--- config.mk ---
export PLATFORM = sky130hd
export DESIGN_NAME = uart_tx_param_flat
export DESIGN_NICKNAME = d
export VERILOG_FILES = /design/src/rtl/uart_pkg.sv /design/src/rtl/uart_tx_param_if.sv /design/src/rtl/uart_bit_timer.sv /design/src/rtl/uart_tx_param.sv /design/src/flat_wrapper.sv
export SDC_FILE = /design/constraint.sdc
export NUM_CORES = 1
export LEC_CHECK = 0
export CAP_MARGIN = 20
export CORE_UTILIZATION = 37
export CTS_BUF_LIST = sky130_fd_sc_hd__clkbuf_16
export CTS_CLUSTER_DIAMETER = 120
export DETAILED_ROUTE_END_ITERATION = 7
export HOLD_SLACK_MARGIN = 0.05
export PLACE_DENSITY = 0.62
export RECOVER_POWER = 50
export SETUP_SLACK_MARGIN = 0.3
export SYNTH_ARGS = -nofsm -noshare
export SYNTH_HDL_FRONTEND = slang
export SYNTH_SLANG_ARGS = --single-unit
--- constraint.sdc ---
create_clock -name clk -period 2.3 [get_ports clk]
set_clock_uncertainty 0.1 [all_clocks]
set_input_delay 0.23 -clock clk [delete_from_list [all_inputs] [get_ports clk]]
set_output_delay 0.23 -clock clk [all_outputs]
set_load 0.05 [all_outputs]
--- src/rtl/uart_pkg.sv ---
// Shared UART definitions: state encodings, parity modes and parity helper.
// Used by the transmitter and intended for reuse by the receiver.
package uart_pkg;

  typedef enum logic [2:0] {
    ST_IDLE   = 3'd0,
    ST_START  = 3'd1,
    ST_DATA   = 3'd2,
    ST_PARITY = 3'd3,
    ST_STOP   = 3'd4,
    ST_GAP    = 3'd5
  } state_t;

  localparam logic [1:0] PAR_NONE = 2'd0;
  localparam logic [1:0] PAR_ODD  = 2'd1;
  localparam logic [1:0] PAR_EVEN = 2'd2;

  // Widest payload any frame can carry; narrower words are zero-extended.
  localparam int MAX_DATA_BITS = 9;

  // Zero-extension does not disturb the XOR, so one helper serves all widths.
  function automatic logic parity_bit(input logic [MAX_DATA_BITS-1:0] d,
                                      input logic [1:0] mode);
    return (^d) ^ (mode == PAR_ODD);
  endfunction

endpackage

--- src/rtl/uart_tx_param_if.sv ---
// Byte-source handshake into the UART transmitter.
interface uart_tx_param_if #(parameter int DATA_BITS = 8);
  logic [DATA_BITS-1:0] tx_data;
  logic                 tx_valid;
  logic                 tx_ready;

  modport master (output tx_data, output tx_valid, input tx_ready);
  modport slave  (input tx_data, input tx_valid, output tx_ready);
endinterface

--- src/rtl/uart_bit_timer.sv ---
// Free-running bit-period timer; bit_end marks the last cycle of each bit.
module uart_bit_timer #(
  parameter int CLKS_PER_BIT = 16
) (
  input  logic clk,
  input  logic rst_n,
  input  logic clear,
  output logic bit_end
);
  localparam int TW = (CLKS_PER_BIT > 1) ? $clog2(CLKS_PER_BIT) : 1;
  localparam logic [TW-1:0] LAST = TW'(CLKS_PER_BIT - 1);

  logic [TW-1:0] cnt_q;

  assign bit_end = (cnt_q == LAST);

  // Count 0..CLKS_PER_BIT-1, held at zero while cleared so a new frame starts aligned.
  always_ff @(posedge clk) begin
    if (!rst_n || clear) cnt_q <= '0;
    else if (bit_end)    cnt_q <= '0;
    else                 cnt_q <= cnt_q + 1'b1;
  end
endmodule

--- src/rtl/uart_tx_param.sv ---
// Parametrised UART transmitter with valid/ready input and optional idle gap.
module uart_tx_param
  import uart_pkg::*;
#(
  parameter int CLKS_PER_BIT = 16,
  parameter int DATA_BITS    = 8,
  parameter int PARITY       = 0,
  parameter int STOP_BITS    = 1,
  parameter int IDLE_BITS    = 0
) (
  input  logic              clk,
  input  logic              rst_n,
  uart_tx_param_if.slave    bus,
  output logic              tx,
  output logic              busy,
  output logic              frame_done,
  output logic [2:0]        state
);
  if (CLKS_PER_BIT < 2 || DATA_BITS < 5 || DATA_BITS > 9 || PARITY < 0 || PARITY > 2 ||
      STOP_BITS < 1 || STOP_BITS > 2 || IDLE_BITS < 0 || IDLE_BITS > 15) begin : g_bad_param
    $error("uart_tx_param: parameter out of range");
  end

  localparam int             CW        = $clog2(DATA_BITS + 1);
  localparam logic [CW-1:0]  LAST_DATA = CW'(DATA_BITS - 1);
  localparam logic [3:0]     LAST_STOP = 4'(STOP_BITS - 1);
  localparam logic [3:0]     LAST_GAP  = 4'(IDLE_BITS - 1);
  localparam logic [1:0]     PAR_MODE  = 2'(PARITY);

  state_t               state_q, state_d;
  logic [DATA_BITS-1:0] shreg_q, shreg_d;
  logic                 par_q, par_d;
  logic [CW-1:0]        cnt_q, cnt_d;
  logic [3:0]           sub_q, sub_d;    // stop / gap bit-time counter
  logic                 tx_q, tx_d;
  logic                 busy_q;
  logic                 bit_end;
  logic                 timer_clr;

  assign timer_clr = (state_q == ST_IDLE);

  uart_bit_timer #(.CLKS_PER_BIT(CLKS_PER_BIT)) u_timer (
    .clk     (clk),
    .rst_n   (rst_n),
    .clear   (timer_clr),
    .bit_end (bit_end)
  );

  assign bus.tx_ready = (state_q == ST_IDLE);
  assign tx           = tx_q;
  assign busy         = busy_q;
  assign state        = state_q;
  assign frame_done   = (state_q == ST_STOP) && (sub_q == LAST_STOP) && bit_end;

  // Next-state and next-bit selection; tx is derived from the next state so it is registered.
  always_comb begin
    state_d = state_q;
    shreg_d = shreg_q;
    par_d   = par_q;
    cnt_d   = cnt_q;
    sub_d   = sub_q;
    case (state_q)
      ST_IDLE: if (bus.tx_valid) begin
        state_d = ST_START;
        shreg_d = bus.tx_data;
        par_d   = parity_bit(MAX_DATA_BITS'(bus.tx_data), PAR_MODE);
        cnt_d   = '0;
        sub_d   = '0;
      end
      ST_START: if (bit_end) state_d = ST_DATA;
      ST_DATA: if (bit_end) begin
        shreg_d = shreg_q >> 1;
        if (cnt_q == LAST_DATA) begin
          cnt_d   = '0;
          sub_d   = '0;
          state_d = (PARITY != 0) ? ST_PARITY : ST_STOP;
        end else begin
          cnt_d = cnt_q + 1'b1;
        end
      end
      ST_PARITY: if (bit_end) begin
        state_d = ST_STOP;
        sub_d   = '0;
      end
      ST_STOP: if (bit_end) begin
        if (sub_q == LAST_STOP) begin
          state_d = (IDLE_BITS != 0) ? ST_GAP : ST_IDLE;
          sub_d   = '0;
        end else begin
          sub_d = sub_q + 1'b1;
        end
      end
      ST_GAP: if (bit_end) begin
        if (sub_q == LAST_GAP) state_d = ST_IDLE;
        else                   sub_d   = sub_q + 1'b1;
      end
      default: state_d = ST_IDLE;
    endcase

    case (state_d)
      ST_START:  tx_d = 1'b0;
      ST_DATA:   tx_d = shreg_d[0];
      ST_PARITY: tx_d = par_d;
      default:   tx_d = 1'b1;
    endcase
  end

  // State and datapath registers; reset aborts any frame in flight.
  always_ff @(posedge clk) begin
    if (!rst_n) begin
      state_q <= ST_IDLE;
      shreg_q <= '0;
      par_q   <= 1'b0;
      cnt_q   <= '0;
      sub_q   <= '0;
      tx_q    <= 1'b1;
      busy_q  <= 1'b0;
    end else begin
      state_q <= state_d;
      shreg_q <= shreg_d;
      par_q   <= par_d;
      cnt_q   <= cnt_d;
      sub_q   <= sub_d;
      tx_q    <= tx_d;
      busy_q  <= (state_d != ST_IDLE);
    end
  end
endmodule

--- src/flat_wrapper.sv ---
// flat-port wrapper written by rule: the top's interface ports become plain ports
module uart_tx_param_flat import uart_pkg::*;
#(
  parameter int CLKS_PER_BIT = 16,
  parameter int DATA_BITS    = 8,
  parameter int PARITY       = 0,
  parameter int STOP_BITS    = 1,
  parameter int IDLE_BITS    = 0
)
  (clk, rst_n, tx, busy, frame_done, state, bus_tx_data, bus_tx_valid, bus_tx_ready);
  uart_tx_param_if #(.DATA_BITS(DATA_BITS)) bus_i ();
  input  logic clk;
  input  logic rst_n;
  output logic tx;
  output logic busy;
  output logic frame_done;
  output logic [2:0] state;
  input wire logic [$bits(bus_i.tx_data)-1:0] bus_tx_data;
  input wire logic [$bits(bus_i.tx_valid)-1:0] bus_tx_valid;
  output wire logic [$bits(bus_i.tx_ready)-1:0] bus_tx_ready;
  assign bus_i.tx_data = bus_tx_data;
  assign bus_i.tx_valid = bus_tx_valid;
  assign bus_tx_ready = bus_i.tx_ready;
  uart_tx_param #(.CLKS_PER_BIT(CLKS_PER_BIT), .DATA_BITS(DATA_BITS), .PARITY(PARITY), .STOP_BITS(STOP_BITS), .IDLE_BITS(IDLE_BITS)) u_core (.clk(clk), .rst_n(rst_n), .bus(bus_i), .tx(tx), .busy(busy), .frame_done(frame_done), .state(state));
endmodule
==> summary.txt, run 1 <==
Floorplan
  – Die Y: 63.4 um
  – Die ar.: 4010 um2
  – Core Region: 3470 um2
  – Starting Density: 40.2%
  – Num rows: 21
  – Ports: 18
  – Die width: 63.4 um

Final layout
  – Nets: 193
  – Design area: 1740 um2
  – Fraction of layout cells with a size suffix above 1: 14.2%
  – Fill count: 346
  – Diode count: 0
  – P&R area growth vs syn: 24.6%

Routing
  – Drt first-iter violations: 57
  – Final WL: 2980 um
  – Via/cell ratio: 5.44
  – Via count: 1207
  – DRC viols: 0
  – Routed Antenna Nets: 0
  – Pre-antenna DRT Iters: 4
  – Drt wl/cell: 13.4 um

Clocking
  – Htree depth: 1
  – Root Buffer: clkbuf_16
  – Hold_buf cts: 0
  – Num CTS Buffers: 3
  – Clk buf depth: 2
  – Worst-path clk slew: 0.06 ns
  – CTS tree: done
  – CTS sink count: 26
  – Worst skew pair latency: 0.26 ns

Timing
  – Rel. slew slack: 48.5%
  – Setup TNS: 0 ns
  – Hold Vio Cnt, Final: 0
  – Final Max Slew Viols: 0
  – Final min period: 2.04 ns
  – Tcrit/Tclk final: 88.9%
  – Final worst slack: 0.256 ns
  – WHS: 0.352 ns
  – RSZ-0062 raised after global routing: yes
  – Actual transition at the worst max-transition pin: 0.762 ns
  – Peak Freq: 489 MHz
  – # setup viols final: 0

Placement
  – DP Area: 1620 um2
  – Pre-CTS setup slack: 0.250 ns
  – Buffers on Ports: 17
  – Routability cong.: 0.773
  – Final HPWL DP: 2270 um

Worst setup path
  – Top delay family on crit path: simple AND/OR/NAND/NOR gates
  – Crit path kind: register to primary output
  – CP max stage cell: or4b_1
  – Crit path arrival time: 1.71 ns
  – Worst setup SP type: register
  – Crit path required time: 1.97 ns
  – Critical path fanouts, max: 4
  – Worst-path cell chain: inv_2, ha_4, or4b_1, nor3_4, buf_12
  – Critical Path Max Stage Delay: 0.53 ns
  – CP Buf/Inv Count: 2
  – Setup crit end kind: primary output

Run
  – # Max-Cap Violations: 0

Yosys
  – Synth warn: 0
  – Count of cell types in the netlist: 45
  – Synth Flop Type: dfxtp_1
  – Async SR Flop Fraction: 0%
  – EDFF count, synth: 0
  – Avg Cell Area, Syn: 8.76 um2
  – Syn Std Cell Area: 1390 um2
  – Synth Instances: 159
  – Seq/Total Area, Yosys: 37.4%
  – Most frequent cell after synthesis: dfxtp_1
  – Post-synth top area cell: dfxtp_1
  – Synth top area share: 37.4%
  – #FFs+latches synth: 26
  – Largest cells by area after synthesis: dfxtp_1 (37%), xnor2_1 (5.0%), a21boi_0 (4.9%)
  – Synth top cells by count: dfxtp_1 (26), nand2_1 (18), a21boi_0 (9), and2_1 (8), xnor2_1 (8)
  – Syn nets: 174

Power and ir drop
  – Leak: 0.623 nW
  – Power Dens Cells: 580 nW/um2
  – Post-route total power: 1.01 mW
  – Peak VDD IR: 299 uV

Run status
  – Outcome: completed

Global route
  – Initial antenna violation count: 0
  – Total grt overflow: 0
  – Vias in the first global route: 1173
  – Largest net degree at the start of global routing: 15
  – Global-route wire length before repair: 4950 um
  – Gr usage total: 15.9%

Worst hold path
  – Hold Path Class: register to register
## layer usage
| metal | up-vias | wire (um) | GRT usage, % |
|---|---|---|---|
| met5 | - | 0 | 0 |
| met3 | 7 | 74 | 3.26 |
| met2 | 17 | 1490 | 28.1 |
| met1 | 576 | 1330 | 17.5 |
| li1 | 607 | - | - |
| met4 | 0 | 87 | 8.81 |
## flip-flops by register name (all words and copies together), names as in the netlist
name	cells
u_core.busy	1
u_core.cnt_q	4
u_core.par_q	1
u_core.shreg_q	8
u_core.state	3
u_core.sub_q	4
u_core.tx	1
u_core.u_timer.cnt_q	4
## layout make-up
cell class	count	area, um2	area share (%)
clock buffer	3	75.1	4.33
tap	46	57.6	3.32
sequential	26	524	30.2
multi-input combinational	120	850	49.0
timing repair buffer	22	210	12.1
inverter	5	18.8	1.08
## final timing paths
| check | from | cells after the start | to | slack [ns] |
|---|---|---|---|---|
| setup reg to reg | u_core.sub_q[1] | 7 | u_core.tx | 0.30 |
| setup / recovery | u_core.sub_q[0] | 5 | frame_done | 0.26 |
| hold / removal | u_core.u_timer.cnt_q[0] | 1 | u_core.u_timer.cnt_q[0] | 0.35 |
| hold reg to reg | u_core.u_timer.cnt_q[0] | 1 | u_core.u_timer.cnt_q[0] | 0.35 |
## timing repair
| action | 4_1_cts | 5_1_grt |
|---|---|---|
| hold endpoints to repair | 0 | 0 |
| pin swaps | 1 | 2 |
| setup endpoints to repair | 7 | 3 |
| gates resized for setup | 5 | 15 |
| setup buffers | 0 | 2 |
## logic make-up after synthesis
kind of cell,count (synthesis),synth area share (%)
adder cells (fa/ha/maj),4,3.59
AND/OR/NAND/NOR,63,25.2
XOR/XNOR,9,5.66
multiplexers,1,0.719
flip-flops,26,37.4
AO/OA/AOI/OAI,43,23.2
buffers and inverters,13,4.22
## power by group
group	leakage (nW)	switching, mW	internal, mW
logic	0.373	0.0822	0.0675
registers	0.214	0.0126	0.468
clock network	0.0370	0.146	0.230
total	0.623	0.241	0.766
## cells in the final DEF (no fill, tap or decap), types with 5 or more instances in the layout
| cell | instances |
|---|---|
| dfxtp_1 | 23 |
| nand2_1 | 18 |
| clkdlybuf4s50_1 | 10 |
| a21boi_0 | 8 |
| and2_1 | 8 |
| xnor2_1 | 8 |
| nand3_1 | 6 |
| a22oi_1 | 6 |
| a21oi_1 | 5 |
| nor2_1 | 5 |
| o21ai_0 | 5 |
## stage by stage
| step | utilization [%] | std cells |
|---|---|---|
| floorplan | - | 159 |
| global placement | 46.8 | 217 |
| detailed placement | 46.8 | 217 |
| CTS | 49.1 | 220 |
| global route | 50.0 | 222 |
| finish | 50.0 | 222 |
Power figures use the tool's default switching activity.
==> run 2, diff against run 1 <==
--- a/config.mk
+++ b/config.mk
@@ -5,13 +5,16 @@
 export SDC_FILE = /design/constraint.sdc
 export NUM_CORES = 1
 export LEC_CHECK = 0
+export ABC_AREA = 1
 export CAP_MARGIN = 20
+export CELL_PAD_IN_SITES_DETAIL_PLACEMENT = 1
+export CELL_PAD_IN_SITES_GLOBAL_PLACEMENT = 1
 export CORE_UTILIZATION = 37
 export CTS_BUF_LIST = sky130_fd_sc_hd__clkbuf_16
 export CTS_CLUSTER_DIAMETER = 120
 export DETAILED_ROUTE_END_ITERATION = 7
 export HOLD_SLACK_MARGIN = 0.05
-export PLACE_DENSITY = 0.62
+export PLACE_DENSITY = 0.8
 export RECOVER_POWER = 50
 export SETUP_SLACK_MARGIN = 0.3
 export SYNTH_ARGS = -nofsm -noshare
==> run 2 against run 1 <==
Effect of this change:
- critical path depth is 4 lower
- non-clock buffer count is 5 lower
- global-route usage is 2.2 points higher
- cell area is 4.7% higher
- hold slack hardly changed
- sequential power hardly changed
- clock-buffer cell count stayed put
- synthesized cell count is 48% higher
- worst setup slack better by 0.13 ns
- first-iteration DRC count is 30% lower
- largest cell class unchanged
==> summary.txt, run 2 <==
Run status
  – Outcome: completed

Timing
  – RSZ-0062 raised after global routing: no
  – # setup viols final: 0
  – Hold Vio Cnt, Final: 0
  – Tcrit/Tclk final: 83.3%
  – Rel. slew slack: 64.8%
  – Final Max Slew Viols: 0
  – Peak Freq: 522 MHz
  – Actual transition at the worst max-transition pin: 0.526 ns
  – Setup TNS: 0 ns
  – Final min period: 1.92 ns

Floorplan
  – Num rows: 22
  – Die width: 66.3 um
  – Core Region: 3800 um2
  – Ports: 18
  – Starting Density: 40.2%
  – Die Y: 66.3 um
  – Die ar.: 4390 um2

Power and ir drop
  – Power Dens Cells: 571 nW/um2
  – Leak: 0.884 nW
  – Peak VDD IR: 410 uV

Yosys
  – EDFF count, synth: 0
  – Largest cells by area after synthesis: dfxtp_1 (34%), nand2_1 (19%), inv_1 (8.6%)
  – Avg Cell Area, Syn: 6.50 um2
  – Async SR Flop Fraction: 0%
  – Most frequent cell after synthesis: nand2_1
  – Synth top cells by count: nand2_1 (77), inv_1 (35), dfxtp_1 (26), nor2_1 (23), a21oi_1 (16)
  – Synth Flop Type: dfxtp_1
  – Post-synth top area cell: dfxtp_1
  – Count of cell types in the netlist: 27
  – Synth Instances: 235
  – Syn nets: 250
  – Synth warn: 0
  – Syn Std Cell Area: 1530 um2
  – Seq/Total Area, Yosys: 34.1%
  – Synth top area share: 34.1%
  – #FFs+latches synth: 26

Global route
  – Global-route wire length before repair: 6170 um
  – Total grt overflow: 0
  – Initial antenna violation count: 0
  – Gr usage total: 18.1%
  – Largest net degree at the start of global routing: 14
  – Vias in the first global route: 1407

Routing
  – Pre-antenna DRT Iters: 4
  – Routed Antenna Nets: 0
  – Via/cell ratio: 4.88
  – Final WL: 3570 um
  – Drt first-iter violations: 40
  – Via count: 1463
  – Drt wl/cell: 11.9 um
  – DRC viols: 0

Clocking
  – Worst skew pair latency: 0.26 ns
  – Num CTS Buffers: 3
  – Clk buf depth: 2
  – Post-CTS Setup Bufs: 0
  – CTS sink count: 26
  – Hold_buf cts: 0
  – Post_cts resized: 1
  – Htree depth: 1
  – Root Buffer: clkbuf_16
  – CTS tree: done
  – Worst-path clk slew: 0.06 ns

Final layout
  – Fraction of layout cells with a size suffix above 1: 6.75%
  – Most frequent cells in the layout: nand2_1 (77), inv_1 (36), dfxtp_1 (26)
  – Non-Filler Instances: 300
  – Nets: 269
  – Top reg by flops: u_core.shreg_q
  – Commonest non-fill, non-tap cell in the layout: nand2_1
  – P&R area growth vs syn: 18.9%
  – Diode count: 0
  – Max reg flops: 8

Worst setup path
  – End point of the critical path: state[1]
  – Crit path arrival time: 1.59 ns
  – Reg2Reg Depth: 7
  – CP Buf/Inv Count: 1
  – Top delay family on crit path: buffers and inverters
  – Setup crit end kind: primary output
  – CP max stage cell: clkdlybuf4s50_1
  – RR Startpoint: u_core.u_timer.cnt_q[0]
  – Crit path kind: register to primary output
  – Critical Path Max Stage Delay: 0.86 ns
  – Reg2Reg Setup Slack: 0.48 ns
  – Worst-path cell chain: clkdlybuf4s50_1
  – Worst setup SP type: register
  – Critical path fanouts, max: 6
  – Number of cells on the critical path: 1
  – Crit path from: u_core.state[1]
  – Reg2reg end: u_core.sub_q[1]
  – Crit path required time: 1.97 ns

Placement
  – Final HPWL DP: 2740 um
  – Routability cong.: 0.769
  – Buffers on Ports: 17
  – Dpl cells: 297

Worst hold path
  – Hold Path Class: register to register

Run
  – # Max-Cap Violations: 0
==> run 2: cell types whose count changed after synthesis, sizes merged, moves of 10 or more <==
| cell | change |
|---|---|
| inv | +32 |
| nand3 | +10 |
| nor2 | +21 |
| a21boi | -10 |
| a21oi | +10 |
| nand2 | +60 |
==> run 2: metrics by stage <==
stage               utilization (%)  hold slack, ns  cell area [um2]  setup slack, ns  power (mW)
finish                         47.8           0.352             1820            0.384        1.04
global route                   47.8           0.371             1820            0.287        1.08
CTS                            47.9           0.358             1820            0.393        1.05
detailed placement             46.0           0.343             1750            0.486       0.669
global placement               46.0           0.335             1750            0.512       0.667
floorplan                         -           0.291             1540            0.365       0.614
==> run 2: how the worst min path moves through the flow <==
stage	from	to	slack, ns	cells past startpoint
6_report	u_core.u_timer.cnt_q[0]	u_core.u_timer.cnt_q[0]	0.35	1
5_1_grt	u_core.u_timer.cnt_q[0]	u_core.u_timer.cnt_q[0]	0.37	1
4_1_cts	u_core.u_timer.cnt_q[0]	u_core.u_timer.cnt_q[0]	0.36	1
3_5_place_dp	u_core.u_timer.cnt_q[0]	u_core.u_timer.cnt_q[0]	0.34	1
3_3_place_gp	u_core.u_timer.cnt_q[0]	u_core.u_timer.cnt_q[0]	0.33	1
2_1_floorplan	bus_tx_data[7]	u_core.shreg_q[7]	0.29	2
==> run 2: cells by family after synthesis <==
logic type	count (synthesis)	synth area share, %
fa+ha+maj	4	3.28
xor+xnor	5	2.87
compound gates	33	12.9
buf+inv	40	10.4
flops	26	34.1
simple gates	127	36.4
==> run 2: power breakdown <==
group / switching, mW / internal [mW] / leakage [nW]
registers: 0.0114 / 0.470 / 0.212
logic: 0.112 / 0.0637 / 0.635
clock network: 0.150 / 0.230 / 0.0370
total: 0.273 / 0.764 / 0.884
==> run 2: layout make-up <==
class	count	area (um2)
Clock buffer	3	75.1
Tap cell	48	60.1
Timing Repair Buffer	17	166
Sequential cell	26	520
Multi-Input combinational cell	169	856
Inverter	37	139
Fill cell	509	1980
==> run 2: per-layer routing <==
layer,wire length (um),vias to the layer above,part of all wire (%),track usage (%)
met5,0,-,0,0
met4,13,0,0.36,2.39
met3,80,2,2.2,3.62
met2,1650,12,46,31.8
met1,1820,675,51,23.3
li1,-,774,-,-
